$ cat src/rtl/hpu_pkg.sv
// Shared types and default widths for the host-side stream blocks.
package hpu_pkg;

    localparam int DEFAULT_DATA_W = 32;
    localparam int DEFAULT_LEN_W  = 16;
    localparam int DEFAULT_DEPTH  = 4;

    typedef enum logic [1:0] {
        PUT_IDLE,
        PUT_SEND,
        PUT_DONE
    } put_state_t;

endpackage

$ cat src/rtl/put_enable_if.sv
// Result-in / stream-out handshake bundle of the transmit enable block.
interface put_enable_if import hpu_pkg::*; #(
    parameter int DATA_W = DEFAULT_DATA_W
);

    logic              src_valid;
    logic [DATA_W-1:0] src_data;
    logic              src_ready;
    logic              put_valid;
    logic [DATA_W-1:0] put_data;
    logic              put_last;
    logic              put_ready;

    // master is the transmit block itself; slave is the core/host environment
    modport master (
        input  src_valid, src_data, put_ready,
        output src_ready, put_valid, put_data, put_last
    );

    modport slave (
        output src_valid, src_data, put_ready,
        input  src_ready, put_valid, put_data, put_last
    );

endinterface

$ cat src/rtl/put_fifo.sv
// First-word-fall-through FIFO: head word is visible on dout whenever not empty.
module put_fifo #(
    parameter int DATA_W = 32,
    parameter int DEPTH  = 4
) (
    input  logic              clk,
    input  logic              rst,
    input  logic              flush,
    input  logic              push,
    input  logic              pop,
    input  logic [DATA_W-1:0] din,
    output logic [DATA_W-1:0] dout,
    output logic              full,
    output logic              empty
);

    localparam int PTR_W = $clog2(DEPTH);

    logic [DATA_W-1:0] mem [DEPTH];
    logic [PTR_W-1:0]  wr_ptr;
    logic [PTR_W-1:0]  rd_ptr;
    logic [PTR_W:0]    count;
    logic              do_push;
    logic              do_pop;

    assign full    = (count == (PTR_W+1)'(DEPTH));
    assign empty   = (count == '0);
    assign do_push = push & ~full;
    assign do_pop  = pop & ~empty;
    assign dout    = mem[rd_ptr];

    always_ff @(posedge clk or posedge rst) begin
        if (rst) begin
            wr_ptr <= '0;
            rd_ptr <= '0;
            count  <= '0;
        end else if (flush) begin
            wr_ptr <= '0;
            rd_ptr <= '0;
            count  <= '0;
        end else begin
            if (do_push) wr_ptr <= wr_ptr + 1'b1;
            if (do_pop)  rd_ptr <= rd_ptr + 1'b1;
            case ({do_push, do_pop})
                2'b10:   count <= count + 1'b1;
                2'b01:   count <= count - 1'b1;
                default: count <= count;
            endcase
        end
    end

    // Storage carries data only; emptiness is tracked by count, so no reset needed.
    always_ff @(posedge clk) begin
        if (do_push) mem[wr_ptr] <= din;
    end

endmodule

$ cat src/rtl/put_enable.sv
// Transmit side of the host stream link: buffers core result words and streams
// exactly put_len of them to the host, flagging the final one with put_last.
module put_enable import hpu_pkg::*; #(
    parameter int DATA_W = DEFAULT_DATA_W,
    parameter int DEPTH  = DEFAULT_DEPTH,
    parameter int LEN_W  = DEFAULT_LEN_W
) (
    input  logic             clk,
    input  logic             rst,
    input  logic             run,
    input  logic             put_start,
    input  logic [LEN_W-1:0] put_len,
    put_enable_if.master     bus,
    output logic             busy,
    output logic             done
);

    put_state_t        state;
    logic [LEN_W-1:0]  in_rem;
    logic [LEN_W-1:0]  out_rem;
    logic              fifo_full;
    logic              fifo_empty;
    logic [DATA_W-1:0] fifo_dout;
    logic              accept;
    logic              send_valid;
    logic              accept_hs;
    logic              send_hs;
    logic              final_beat;

    assign accept     = (state == PUT_SEND) & run & ~fifo_full & (in_rem != '0);
    assign send_valid = ~fifo_empty & (state == PUT_SEND);
    assign accept_hs  = bus.src_valid & accept;
    assign send_hs    = send_valid & bus.put_ready;
    assign final_beat = (out_rem == LEN_W'(1));

    assign bus.src_ready = accept;
    assign bus.put_valid = send_valid;
    // Gate the head word so the stream reads zero whenever nothing is offered.
    assign bus.put_data  = send_valid ? fifo_dout : '0;
    assign bus.put_last  = send_valid & final_beat;

    put_fifo #(
        .DATA_W (DATA_W),
        .DEPTH  (DEPTH)
    ) u_fifo (
        .clk   (clk),
        .rst   (rst),
        .flush (~run),
        .push  (accept_hs),
        .pop   (send_hs),
        .din   (bus.src_data),
        .dout  (fifo_dout),
        .full  (fifo_full),
        .empty (fifo_empty)
    );

    always_ff @(posedge clk or posedge rst) begin
        if (rst) begin
            state   <= PUT_IDLE;
            in_rem  <= '0;
            out_rem <= '0;
            busy    <= 1'b0;
            done    <= 1'b0;
        end else if (!run) begin
            // Abort wins over everything, including a final handshake this cycle.
            state   <= PUT_IDLE;
            in_rem  <= '0;
            out_rem <= '0;
            busy    <= 1'b0;
            done    <= 1'b0;
        end else begin
            done <= 1'b0;
            case (state)
                PUT_IDLE: begin
                    if (put_start) begin
                        if (put_len != '0) begin
                            state   <= PUT_SEND;
                            in_rem  <= put_len;
                            out_rem <= put_len;
                            busy    <= 1'b1;
                        end else begin
                            done <= 1'b1;
                        end
                    end
                end
                PUT_SEND: begin
                    if (accept_hs) in_rem <= in_rem - 1'b1;
                    if (send_hs) begin
                        out_rem <= out_rem - 1'b1;
                        if (final_beat) begin
                            state <= PUT_DONE;
                            done  <= 1'b1;
                        end
                    end
                end
                PUT_DONE: begin
                    state <= PUT_IDLE;
                    busy  <= 1'b0;
                end
                default: begin
                    state <= PUT_IDLE;
                    busy  <= 1'b0;
                end
            endcase
        end
    end

endmodule

$ cat src/flat_wrapper.sv
// flat-port wrapper written by rule: the top's interface ports become plain ports
module put_enable_flat import hpu_pkg::*;
#(
    parameter int DATA_W = DEFAULT_DATA_W,
    parameter int DEPTH  = DEFAULT_DEPTH,
    parameter int LEN_W  = DEFAULT_LEN_W
)
  (clk, rst, run, put_start, put_len, busy, done, bus_src_valid, bus_src_data, bus_put_ready, bus_src_ready, bus_put_valid, bus_put_data, bus_put_last);
  put_enable_if #(.DATA_W(DATA_W)) bus_i ();
  input  logic clk;
  input  logic rst;
  input  logic run;
  input  logic put_start;
  input  logic [LEN_W-1:0] put_len;
  output logic busy;
  output logic done;
  input wire logic [$bits(bus_i.src_valid)-1:0] bus_src_valid;
  input wire logic [$bits(bus_i.src_data)-1:0] bus_src_data;
  input wire logic [$bits(bus_i.put_ready)-1:0] bus_put_ready;
  output wire logic [$bits(bus_i.src_ready)-1:0] bus_src_ready;
  output wire logic [$bits(bus_i.put_valid)-1:0] bus_put_valid;
  output wire logic [$bits(bus_i.put_data)-1:0] bus_put_data;
  output wire logic [$bits(bus_i.put_last)-1:0] bus_put_last;
  assign bus_i.src_valid = bus_src_valid;
  assign bus_i.src_data = bus_src_data;
  assign bus_i.put_ready = bus_put_ready;
  assign bus_src_ready = bus_i.src_ready;
  assign bus_put_valid = bus_i.put_valid;
  assign bus_put_data = bus_i.put_data;
  assign bus_put_last = bus_i.put_last;
  put_enable #(.DATA_W(DATA_W), .DEPTH(DEPTH), .LEN_W(LEN_W)) u_core (.clk(clk), .rst(rst), .run(run), .put_start(put_start), .put_len(put_len), .bus(bus_i), .busy(busy), .done(done));
endmodule
$ cat config.mk
export PLATFORM = sky130hd
export DESIGN_NAME = put_enable_flat
export DESIGN_NICKNAME = d
export VERILOG_FILES = /design/src/rtl/hpu_pkg.sv /design/src/rtl/put_enable_if.sv /design/src/rtl/put_fifo.sv /design/src/rtl/put_enable.sv /design/src/flat_wrapper.sv
export SDC_FILE = /design/constraint.sdc
export NUM_CORES = 1
export LEC_CHECK = 0
export ABC_AREA = 1
export CAP_MARGIN = 20
export CORE_AREA = 2 2 113 142
export CTS_CLUSTER_SIZE = 12
export DETAILED_ROUTE_END_ITERATION = 7
export DIE_AREA = 0 0 115 144
export GPL_TIMING_DRIVEN = 0
export PLACE_DENSITY = 0.74
export SYNTH_ARGS = -nofsm -noshare
export SYNTH_HDL_FRONTEND = slang
export SYNTH_HIERARCHICAL = 1
export SYNTH_SLANG_ARGS = --single-unit
$ cat constraint.sdc
create_clock -name clk -period 6.05 [get_ports clk]
set_clock_uncertainty 0.1 [all_clocks]
set_input_delay 0.605 -clock clk [delete_from_list [all_inputs] [get_ports clk]]
set_output_delay 0.605 -clock clk [all_outputs]
set_load 0.01 [all_outputs]
==> metrics.txt <==
status completed; Power Density 283 nW/um2; Startpoint Class flop; setup_tns 0 ns; post_cts resized 0; clock slew at reported path FFs 0.07 ns; unrepaired setup endpoints after global routing false; Die Wd 115 um; Port Buf Inserts 89; largest net degree at the start of global routing 37; aggregate global-route resource usage 0.251; most used cell, CP inv_1; Site Rows 51; final hold viol count 0; footprint of the multi-input gates 2760 um2; CTS root buffer clkbuf_16; core area 15300 um2; Top Family by Delay on Critical Path buffers and inverters; full die area 16600 um2; First-pass DRT Iterations 5; initial antenna violation count 0; Worst-Skew Late Latency 0.43 ns; Crit Path Category flop to output pin; Post-CTS Hold Fix Bufs 0; Synth Register Bits 171; clock sink count 171; slowest CP cell clkdlybuf4s50_1; Initial DRC Count 444; share of cells above drive strength 1 0.0721; WP buf/inv 4; grt ovf 0; Storage cell area 4920 um2; Worst Path Arrival 2.69 ns; gpl congestion 0.939; DRC Markers 0; number of I/O pins 91; hold_ws 0.356 ns; setup bufs post-CTS 0; total of fill cells in the finished design 1234; CTS tree built; synth top area cells edfxtp_1 (47%), dfrtp_1 (13%), nand2_1 (8.7%); vias per inst 5.44; nets@finish 1075; Mean Syn Cell Area 9.14 um2; Mapped Nets 963; f_max 295 MHz; Syn Std Cell Area 8240 um2; top cell type's share of synthesized area 0.467; DP Wirelength 13600 um; Design Power 0.00284 W; Final Setup Violations 0; Worst path max stage delay 0.56 ns; synthesis warning total 6; max-cap viol count 0; Slew Limit Fails 0; Final Critical Period 3.39 ns; Leak Pwr 4.25 nW; synth cell count leaders nand2_1 (191), nor2_1 (166), edfxtp_1 (128); first-pass GRT wire length 31300 um; clock tree buffer depth 2; via count 6592; Yosys top cell by area edfxtp_1; Cell variety after synth 37; H-tree depth 4; synth-to-layout area growth 22.2%; DR WL/cell 16.5 um; worst hold path type input pin to async pin; critical-path cell list inv_1 > clkbuf_1 > o21ai_0 > o22ai_1 > inv_1 > nor2_1 > clkdlybuf4s50_1; CTS Buf Count 17; Initial Utilization 0.538; die height 144 um; vias in the first global route 6419; ANT nets after route 0; Worst-Margin Slew 0.799 ns; Worst Path Required 5.34 ns; final worst-path cycle share 0.561; peak supply drop 174 uV; Top FF cell, synth edfxtp_1; Post-synth EDFFs 128; Max Fanout on Critical Path 10; critical path endpoint category output pin; WL final 20000 um; Seq/Total Area, Yosys 0.597; asr flop ratio synth 0.251; Worst slew margin 0.466; count leader, synth nand2_1; Syn Inst Count 901; Inserted Diodes 0
through the flow:
step,utilization,cells,setup slack [ns],instance area [um2]
global route,0.657,1211,2.49,10100
CTS,0.657,1211,2.66,10100
global placement,0.611,1175,1.65,9360
floorplan,-,901,2.89,8240
finish,0.657,1211,2.66,10100
detailed placement,0.619,1179,3.15,9480
logic make-up after synthesis:
| kind of cell | synth area share |
|---|---|
| compound gates | 0.0966 |
| xor+xnor | 0.00425 |
| fa+ha+maj | 0.0131 |
| buf+inv | 0.0712 |
| flops | 0.597 |
| simple gates | 0.218 |
cell usage in the layout (no fill, tap or decap), drive strengths merged:
cell           Yosys  layout
and2               2       2
edfxtp           128     128
o21ai             90      90
nor2             172     172
inv              108     114
clkinvlp           0       1
clkdlybuf4s50      0      89
ha                 7       7
nand2            198     198
bufinv             0       2
nand3             53      53
o21bai             1       1
nor3               2       2
nand3b             3       3
clkbuf            13      31
a21boi             3       3
a22oi              2       2
dfrtp             43      43
o31ai              1       1
o22ai             32      32
xor2               3       3
fa                 1       1
xnor2              1       1
buf               19      23
nand4              2       2
clkinv             0       5
a21oi             16      16
a22o               1       1
power by group:
part	total [W]	switching, W	internal, W
sequential	0.00137	0.0000523	0.00131
clock	0.00108	0.000462	0.000618
combinational	0.000399	0.000253	0.000146
final timing paths:
kind / from / endpoint / slack (ns) / depth (start not counted)
worst max-delay path: u_core/u_fifo/rd_ptr[1] / bus_put_data[21] / 2.66 / 7
worst min register to register: u_core/busy / u_core/busy / 0.38 / 2
worst max register to register: u_core/in_rem[0] / u_core/u_fifo/count[2] / 3.36 / 17
max in group asynchronous: rst / u_core/out_rem[10] / 4.76 / 2
worst min-delay path: rst / u_core/u_fifo/count[1] / 0.36 / 2
min in group clk: u_core/busy / u_core/busy / 0.38 / 2
registers in the layout (all words and copies together), names as in the netlist:
signal	flops
u_core/u_fifo/mem	128
u_core/in_rem	16
u_core/out_rem	16
u_core/u_fifo/count	3
u_core/state	2
u_core/u_fifo/rd_ptr	2
u_core/u_fifo/wr_ptr	2
u_core/busy	1
u_core/done	1
layout make-up:
type,count,area share
multi-input cells,590,0.274
flip-flops and latches,171,0.489
plain buffers,32,0.0180
well taps,185,0.0230
repair buffers,93,0.0972
clock inverters,14,0.0159
clock buffers,18,0.0426
inverters,108,0.0403
metal layers:
metal	track usage	part of all wire	vias to the layer above
li1	-	-	3205
met1	0.289	0.40	3114
met2	0.449	0.52	229
met3	0.0511	0.056	44
met4	0.114	0.028	0
met5	0	0	-
(Power assumes the default switching activity.)
